$ cat src/rtl/two_way_demux_reg.sv
// Registered 1-to-2 demultiplexer with per-lane one-entry output registers and valid/ready.
// Optional broadcast input enabled by defining TWO_WAY_DEMUX_BCAST_EN.
module two_way_demux_reg #(
  parameter int WIDTH     = 16,
  parameter int CNT_WIDTH = 8
) (
  input  logic                 i_clk,
  input  logic                 i_rst,
  input  logic [WIDTH-1:0]     i_in,
  input  logic                 i_in_valid,
  output logic                 o_in_ready,
  input  logic                 i_op,
`ifdef TWO_WAY_DEMUX_BCAST_EN
  input  logic                 i_bcast,
`endif
  output logic [WIDTH-1:0]     o_out0,
  output logic                 o_out0_valid,
  input  logic                 i_out0_ready,
  output logic [WIDTH-1:0]     o_out1,
  output logic                 o_out1_valid,
  input  logic                 i_out1_ready,
  output logic [CNT_WIDTH-1:0] o_cnt0,
  output logic [CNT_WIDTH-1:0] o_cnt1
);

  typedef enum logic {EMPTY = 1'b0, FULL = 1'b1} lane_state_t;

  localparam logic [CNT_WIDTH-1:0] CNT_ONE = {{(CNT_WIDTH-1){1'b0}}, 1'b1};

  lane_state_t          r_state0;
  lane_state_t          r_state1;
  logic [WIDTH-1:0]     r_out0;
  logic [WIDTH-1:0]     r_out1;
  logic [CNT_WIDTH-1:0] r_cnt0;
  logic [CNT_WIDTH-1:0] r_cnt1;

  logic w_can_load0;
  logic w_can_load1;
  logic w_drain0;
  logic w_drain1;
  logic w_accept;
  logic w_load0;
  logic w_load1;

  assign w_can_load0 = (r_state0 == EMPTY) | i_out0_ready;
  assign w_can_load1 = (r_state1 == EMPTY) | i_out1_ready;
  assign w_drain0    = (r_state0 == FULL) & i_out0_ready;
  assign w_drain1    = (r_state1 == FULL) & i_out1_ready;
  assign w_accept    = i_in_valid & o_in_ready;

  // in_ready is forced low while reset is held so no word is accepted into a clearing lane.
`ifdef TWO_WAY_DEMUX_BCAST_EN
  assign o_in_ready = !i_rst & (i_bcast ? (w_can_load0 & w_can_load1)
                                        : (i_op ? w_can_load1 : w_can_load0));
  assign w_load0    = w_accept & (i_bcast | !i_op);
  assign w_load1    = w_accept & (i_bcast | i_op);
`else
  assign o_in_ready = !i_rst & (i_op ? w_can_load1 : w_can_load0);
  assign w_load0    = w_accept & !i_op;
  assign w_load1    = w_accept & i_op;
`endif

  always_ff @(posedge i_clk or posedge i_rst) begin
    if (i_rst) begin
      r_state0 <= EMPTY;
      r_out0   <= '0;
      r_cnt0   <= '0;
    end else begin
      if (w_drain0) begin
        r_cnt0 <= r_cnt0 + CNT_ONE;
      end
      case (r_state0)
        EMPTY: begin
          if (w_load0) begin
            r_state0 <= FULL;
            r_out0   <= i_in;
          end
        end
        FULL: begin
          // A load in the drain cycle replaces the word without a bubble.
          if (w_load0) begin
            r_out0 <= i_in;
          end else if (w_drain0) begin
            r_state0 <= EMPTY;
          end
        end
        default: r_state0 <= EMPTY;
      endcase
    end
  end

  always_ff @(posedge i_clk or posedge i_rst) begin
    if (i_rst) begin
      r_state1 <= EMPTY;
      r_out1   <= '0;
      r_cnt1   <= '0;
    end else begin
      if (w_drain1) begin
        r_cnt1 <= r_cnt1 + CNT_ONE;
      end
      case (r_state1)
        EMPTY: begin
          if (w_load1) begin
            r_state1 <= FULL;
            r_out1   <= i_in;
          end
        end
        FULL: begin
          if (w_load1) begin
            r_out1 <= i_in;
          end else if (w_drain1) begin
            r_state1 <= EMPTY;
          end
        end
        default: r_state1 <= EMPTY;
      endcase
    end
  end

  assign o_out0       = r_out0;
  assign o_out1       = r_out1;
  assign o_out0_valid = (r_state0 == FULL);
  assign o_out1_valid = (r_state1 == FULL);
  assign o_cnt0       = r_cnt0;
  assign o_cnt1       = r_cnt1;

endmodule

$ cat config.mk
export PLATFORM = sky130hd
export DESIGN_NAME = two_way_demux_reg
export DESIGN_NICKNAME = d
export VERILOG_FILES = /design/src/rtl/two_way_demux_reg.sv
export SDC_FILE = /design/constraint.sdc
export NUM_CORES = 1
export LEC_CHECK = 0
export CAP_MARGIN = 30
export CORE_AREA = 2 2 94 96
export DETAILED_ROUTE_END_ITERATION = 8
export DIE_AREA = 0 0 96 98
export GPL_TIMING_DRIVEN = 0
export PLACE_DENSITY = 0.57
export SYNTH_ARGS = -nofsm -noshare
export SYNTH_HDL_FRONTEND = slang
export SYNTH_SLANG_ARGS = --single-unit
$ cat constraint.sdc
create_clock -name i_clk -period 1.9 [get_ports i_clk]
set_clock_uncertainty 0.05 [all_clocks]
set_input_delay 0.285 -clock i_clk [delete_from_list [all_inputs] [get_ports i_clk]]
set_output_delay 0.285 -clock i_clk [all_outputs]
set_load 0.005 [all_outputs]
==> impl_metrics.json, run 1 <==
{
  "dr_total_vias": 1340,
  "cts-root-buf": "clkbuf_8",
  "overflow": 0,
  "clkTransAtPathRegs_ns": 0.09,
  "post_cts_buffers": 0,
  "setup_violations": 0,
  "ys_seq_elements": 50,
  "layout_commonest_cell": "clkdlybuf4s50_1",
  "maxCapViolCount": 0,
  "finalInstanceArea_um2": 3020,
  "fin_util_pct": 35.7,
  "gp_congestion": 0.699,
  "placedCellCount": 317,
  "syn_area_um2": 2050,
  "cp-start-kind": "input port",
  "critPathCaptureType": "primary output",
  "cp_slowest_stage_delay_ns": 0.45,
  "hold_viol": 0,
  "status": "finished clean",
  "start_util_pct": 24.3,
  "placedInstanceArea_um2": 2930,
  "grt_pass1_vias": 1408,
  "core_area_um2": 8470,
  "crit_fanout": 4,
  "die_w_um": 96,
  "synth_ff_type": "dfrtp_1",
  "io_pins": 73,
  "drc_errors": 0,
  "wire_per_inst_um": 13.3,
  "relSlewSlack_pct": 75.9,
  "diodes": 0,
  "wl_met1_mm": 2.03,
  "grt_pass1_wl_mm": 7.07,
  "die_area_um2": 9410,
  "period_needed_ns": 1.76,
  "area_delta_synth_final_pct": 47.0,
  "critPathKind": "input port to primary output",
  "slew_viol_final": 0,
  "cts_hold_buf": 0,
  "vias_per_cell": 4.12,
  "die_height_um": 98,
  "synth_edf_count": 0,
  "cts_max_path_buffers": 2,
  "synth_cells": 136,
  "ant_nets": 0,
  "irDropWorstVdd_v": 0.000304,
  "mostFrequentLayoutCells": "clkdlybuf4s50_1 (71), dfrtp_1 (50), mux2_2 (24), nand2_1 (13)",
  "crit_chain": "clkdlybuf4s50_1, nand2b_2, mux2i_1, nor2_1, dlygate4sd2_1",
  "min_period_over_period_pct": 92.4,
  "rsz0062_at_grt": "false",
  "grt_use_total_pct": 9.76,
  "ys_warn_count": 0,
  "clock_latency_ns": 0.30,
  "leakage_nw": 1.29,
  "fill_cells": 853,
  "crit_slowest_cell": "clkdlybuf4s50_1",
  "fmax_mhz": 570,
  "drive_above_1_share_pct": 24.0,
  "antenna_found_initial": 0,
  "cts.sinks": 50,
  "num_rows": 34,
  "first_pass_iters": 4,
  "async_flop_share_pct": 100,
  "drt_iter0_markers": 36,
  "cp.required_ns": 1.56,
  "worst_pin_slew_ns": 0.361,
  "dpl.hpwl_mm": 3.05,
  "grt_max_degree": 37,
  "avgSynthCellArea_um2": 15.1,
  "ctsResizeCount": 1,
  "p_per_area_nw_per_um2": 1010,
  "top_layer": "met4",
  "h-tree-depth": 2,
  "wl_mm": 4.31,
  "synth_cell_type_count": 23,
  "synth-seq-area-share_pct": 60.9,
  "synth_nets": 160,
  "dr_wl_met2_mm": 1.99,
  "cts_tree": "yes",
  "arrival_ns": 1.42,
  "wl_met3_um": 245,
  "hold_class": "input port to asynchronous set/reset pin",
  "nets": 240,
  "cts_buffers": 5,
  "final_cell_count_no_fill": 325,
  "port_buffers": 72
}
[power by group]
part	switching, mW	internal [mW]
sequential	0.188	1.30
combinational	0.248	0.662
clock	0.352	0.295
[metrics by stage]
step / hold WS, ns / setup TNS (ns) / setup WS, ns / total power [mW]
finish: 0.297 / 0 / 0.145 / 3.04
global route: 0.332 / 0 / 0.0897 / 3.25
global placement: 0.412 / -45.50 / -0.884 / 2.42
detailed placement: 0.418 / -1.38 / -0.117 / 2.44
floorplan: 0.348 / 0 / 0.364 / 1.82
CTS: 0.294 / 0 / 0.115 / 3.11
[path summary, 6_finish.rpt]
path                               from      endpoint  slack [ns]  cells after the start
hold reg to reg               o_cnt0[7]     o_cnt0[7]        0.42                      1
max in group asynchronous         i_rst     o_out1[5]        0.99                      3
min in group i_clk            o_cnt0[7]     o_cnt0[7]        0.42                      1
hold / removal                    i_rst  o_out0_valid        0.30                      2
setup / recovery           i_out0_ready    o_in_ready        0.14                      5
setup reg to reg           o_out0_valid    o_out0[13]        0.39                      4
[cells in the mapped netlist, types with 2 or more instances]
library cell | instances | area [µm²]
mux2_2 | 24 | 270
xor2_1 | 4 | 35.0
ha_1 | 2 | 25.0
mux2_4 | 10 | 150
nor2_1 | 3 | 11.3
nand3_1 | 2 | 10.0
dfrtp_1 | 50 | 1250
nor3_1 | 2 | 10.0
nand4_1 | 2 | 12.5
nand2_1 | 13 | 48.8
buf_6 | 2 | 22.5
and3_1 | 2 | 12.5
xnor2_1 | 10 | 87.6
[state kept, by name (all words and copies together), names as in the netlist]
signal / count
o_out0_valid: 1
o_cnt1: 8
o_out1_valid: 1
o_cnt0: 8
o_out0: 16
o_out1: 16
[routing by layer]
layer / vias up / track usage (%)
li1: 622 / -
met1: 670 / 13.2
met2: 43 / 14.6
met3: 5 / 3.47
met4: 0 / 2.97
met5: - / 0
[cells by family after synthesis]
logic type | count (synthesis) | share of synthesized area (%)
xor gates and xnor gates | 14 | 5.97
adders and majority gates | 2 | 1.22
buffers and inverters | 4 | 2.25
DFF | 50 | 60.9
muxes | 35 | 21.0
and+or+nand+nor | 31 | 8.65
[worst max-delay path: cells and delay by family]
family | cells | cell delay, ns
buffers and inverters | 2 | 0.72
muxes | 1 | 0.13
and+or+nand+nor | 2 | 0.28
[layout make-up]
type                       instances  area (µm²)  area share (%)
clock inverter                     1        5.00           0.166
timing repair buffer              73         739            24.5
tap                              108         135            4.48
inverter                           1        3.75           0.124
sequential                        50        1250            41.4
buffer                             3        42.5            1.41
clock buffer                       7        86.3            2.86
multi-input combinational         82         756            25.0
Power figures use the tool's default switching activity.
==> inputs of run 2 (changes only) <==
Settings changed: PLACE_DENSITY 0.57 to 0.48.
==> run 2 against run 1 <==
Net effect:
- worst setup slack got worse by 0.012 ns
- final area increased by 0.12%
- non-clock buffer count unchanged
- sequential share of layout area decreased by 0.051 points
- clock-buffer cell count decreased by 1
- cell count unchanged
- clock power increased by 2%
- global-route usage increased by 0.67 points
- combinational power increased by 1%
- largest cell class unchanged
- wire length increased by 4.2%
- critical endpoint unchanged
- register-to-register slack improved by 0.02 ns
- hold slack improved by 0.049 ns
==> impl_metrics.json, run 2 (synthesis gave the netlist of run 1 again) <==
{
  "status": "finished clean",
  "irDropWorstVdd_v": 0.000424,
  "crit_chain": "clkdlybuf4s50_1, nand2b_2, mux2i_1, nor2_1, dlygate4sd2_1",
  "h-tree-depth": 2,
  "p_per_area_nw_per_um2": 1020,
  "period_needed_ns": 1.77,
  "dr_wl_met2_mm": 1.93,
  "critPathBufInv": 2,
  "first_pass_iters": 4,
  "fill_cells": 824,
  "crit_fanout": 4,
  "fmax_mhz": 566,
  "cts-root-buf": "clkbuf_8",
  "io_pins": 73,
  "diodes": 0,
  "finalWorstSetupSlack_ns": 0.133,
  "wire_per_inst_um": 13.8,
  "antenna_found_initial": 0,
  "cp.required_ns": 1.56,
  "die_area_um2": 9410,
  "dp_slack_ns": -0.102,
  "cp-start-kind": "input port",
  "arrival_ns": 1.43,
  "relSlewSlack_pct": 67.8,
  "die_w_um": 96,
  "num_rows": 34,
  "min_period_over_period_pct": 93.0,
  "drc_errors": 0,
  "port_buffers": 72,
  "slew_viol_final": 0,
  "wl_met1_mm": 2.02,
  "finalInstanceArea_um2": 3020,
  "rsz0062_at_grt": "false",
  "worst_pin_slew_ns": 0.482,
  "drt_iter0_markers": 36,
  "wl_mm": 4.49,
  "critPathCaptureType": "primary output",
  "fin_util_pct": 35.7,
  "mostFrequentLayoutCells": "clkdlybuf4s50_1 (71), dfrtp_1 (50), mux2_2 (24), nand2_1 (13)",
  "clkTransAtPathRegs_ns": 0.09,
  "critPathKind": "input port to primary output",
  "drive_above_1_share_pct": 24.4,
  "cts_buffers": 5,
  "ant_nets": 0,
  "hold_viol": 0,
  "ctsResizeCount": 1,
  "grt_use_total_pct": 10.4,
  "top_layer": "met4",
  "setup_violations": 0,
  "nets": 240,
  "crit_slowest_cell": "clkdlybuf4s50_1",
  "area_delta_synth_final_pct": 47.2,
  "cts.sinks": 50,
  "leakage_nw": 1.29,
  "gp_congestion": 0.658,
  "tns_ns": 0,
  "layout_commonest_cell": "clkdlybuf4s50_1",
  "wl_met3_um": 457,
  "cts_tree": "yes",
  "grt_pass1_vias": 1481,
  "hold_class": "input port to asynchronous set/reset pin",
  "cp_slowest_stage_delay_ns": 0.45,
  "post_cts_buffers": 0,
  "maxCapViolCount": 0,
  "cts_hold_buf": 0,
  "start_util_pct": 24.3,
  "crit_family": "buffers and inverters",
  "clock_latency_ns": 0.30,
  "dr_total_vias": 1333,
  "vias_per_cell": 4.10,
  "grt_pass1_wl_mm": 7.55,
  "p_total_mw": 3.07,
  "core_area_um2": 8470,
  "die_height_um": 98,
  "grt_max_degree": 32,
  "overflow": 0,
  "placedInstanceArea_um2": 2930,
  "dpl.hpwl_mm": 3.30,
  "cts_max_path_buffers": 2
}
[run 2: changes by cell type in the layout (fill, tap and decap cells not counted)]
cell,before,now
clkinvlp_4,0,1
clkbuf_1,1,0
[run 2: metrics by stage]
step                cells  hold WS [ns]
global route          325         0.381
global placement      316         0.412
finish                325         0.347
detailed placement    317         0.417
floorplan             136         0.348
CTS                   325         0.355
[run 2: cell type report]
class                      instances  area, µm²  share of cell area (%)
clock inverter                     2       12.5                   0.414
sequential                        50       1250                    41.4
multi-input combinational         82        756                    25.0
tap                              108        135                    4.47
buffer                             3       42.5                    1.41
inverter                           1       3.75                   0.124
clock buffer                       6       82.6                    2.73
timing repair buffer              73        739                    24.5
[run 2: worst paths after layout]
kind / from / to / slack [ns] / cells past startpoint
worst max-delay path: i_out0_ready / o_in_ready / 0.13 / 5
worst min-delay path: i_rst / o_out0[15] / 0.35 / 2
worst max register to register: o_out1_valid / o_out1[6] / 0.41 / 5
worst min register to register: o_cnt1[7] / o_cnt1[7] / 0.42 / 1
max in group asynchronous: i_rst / o_cnt0[2] / 0.92 / 3
min in group i_clk: o_cnt1[7] / o_cnt1[7] / 0.42 / 1
[run 2: report_power, final]
part           internal [mW]  switching, mW  total (mW)
combinational          0.662          0.260       0.922
sequential              1.30          0.191        1.49
clock                  0.294          0.363       0.657
[run 2: routing by layer]
metal,up-vias,track usage [%]
met5,-,0
li1,625,-
met3,8,5.48
met1,654,13.5
met2,46,14.8
met4,0,3.63
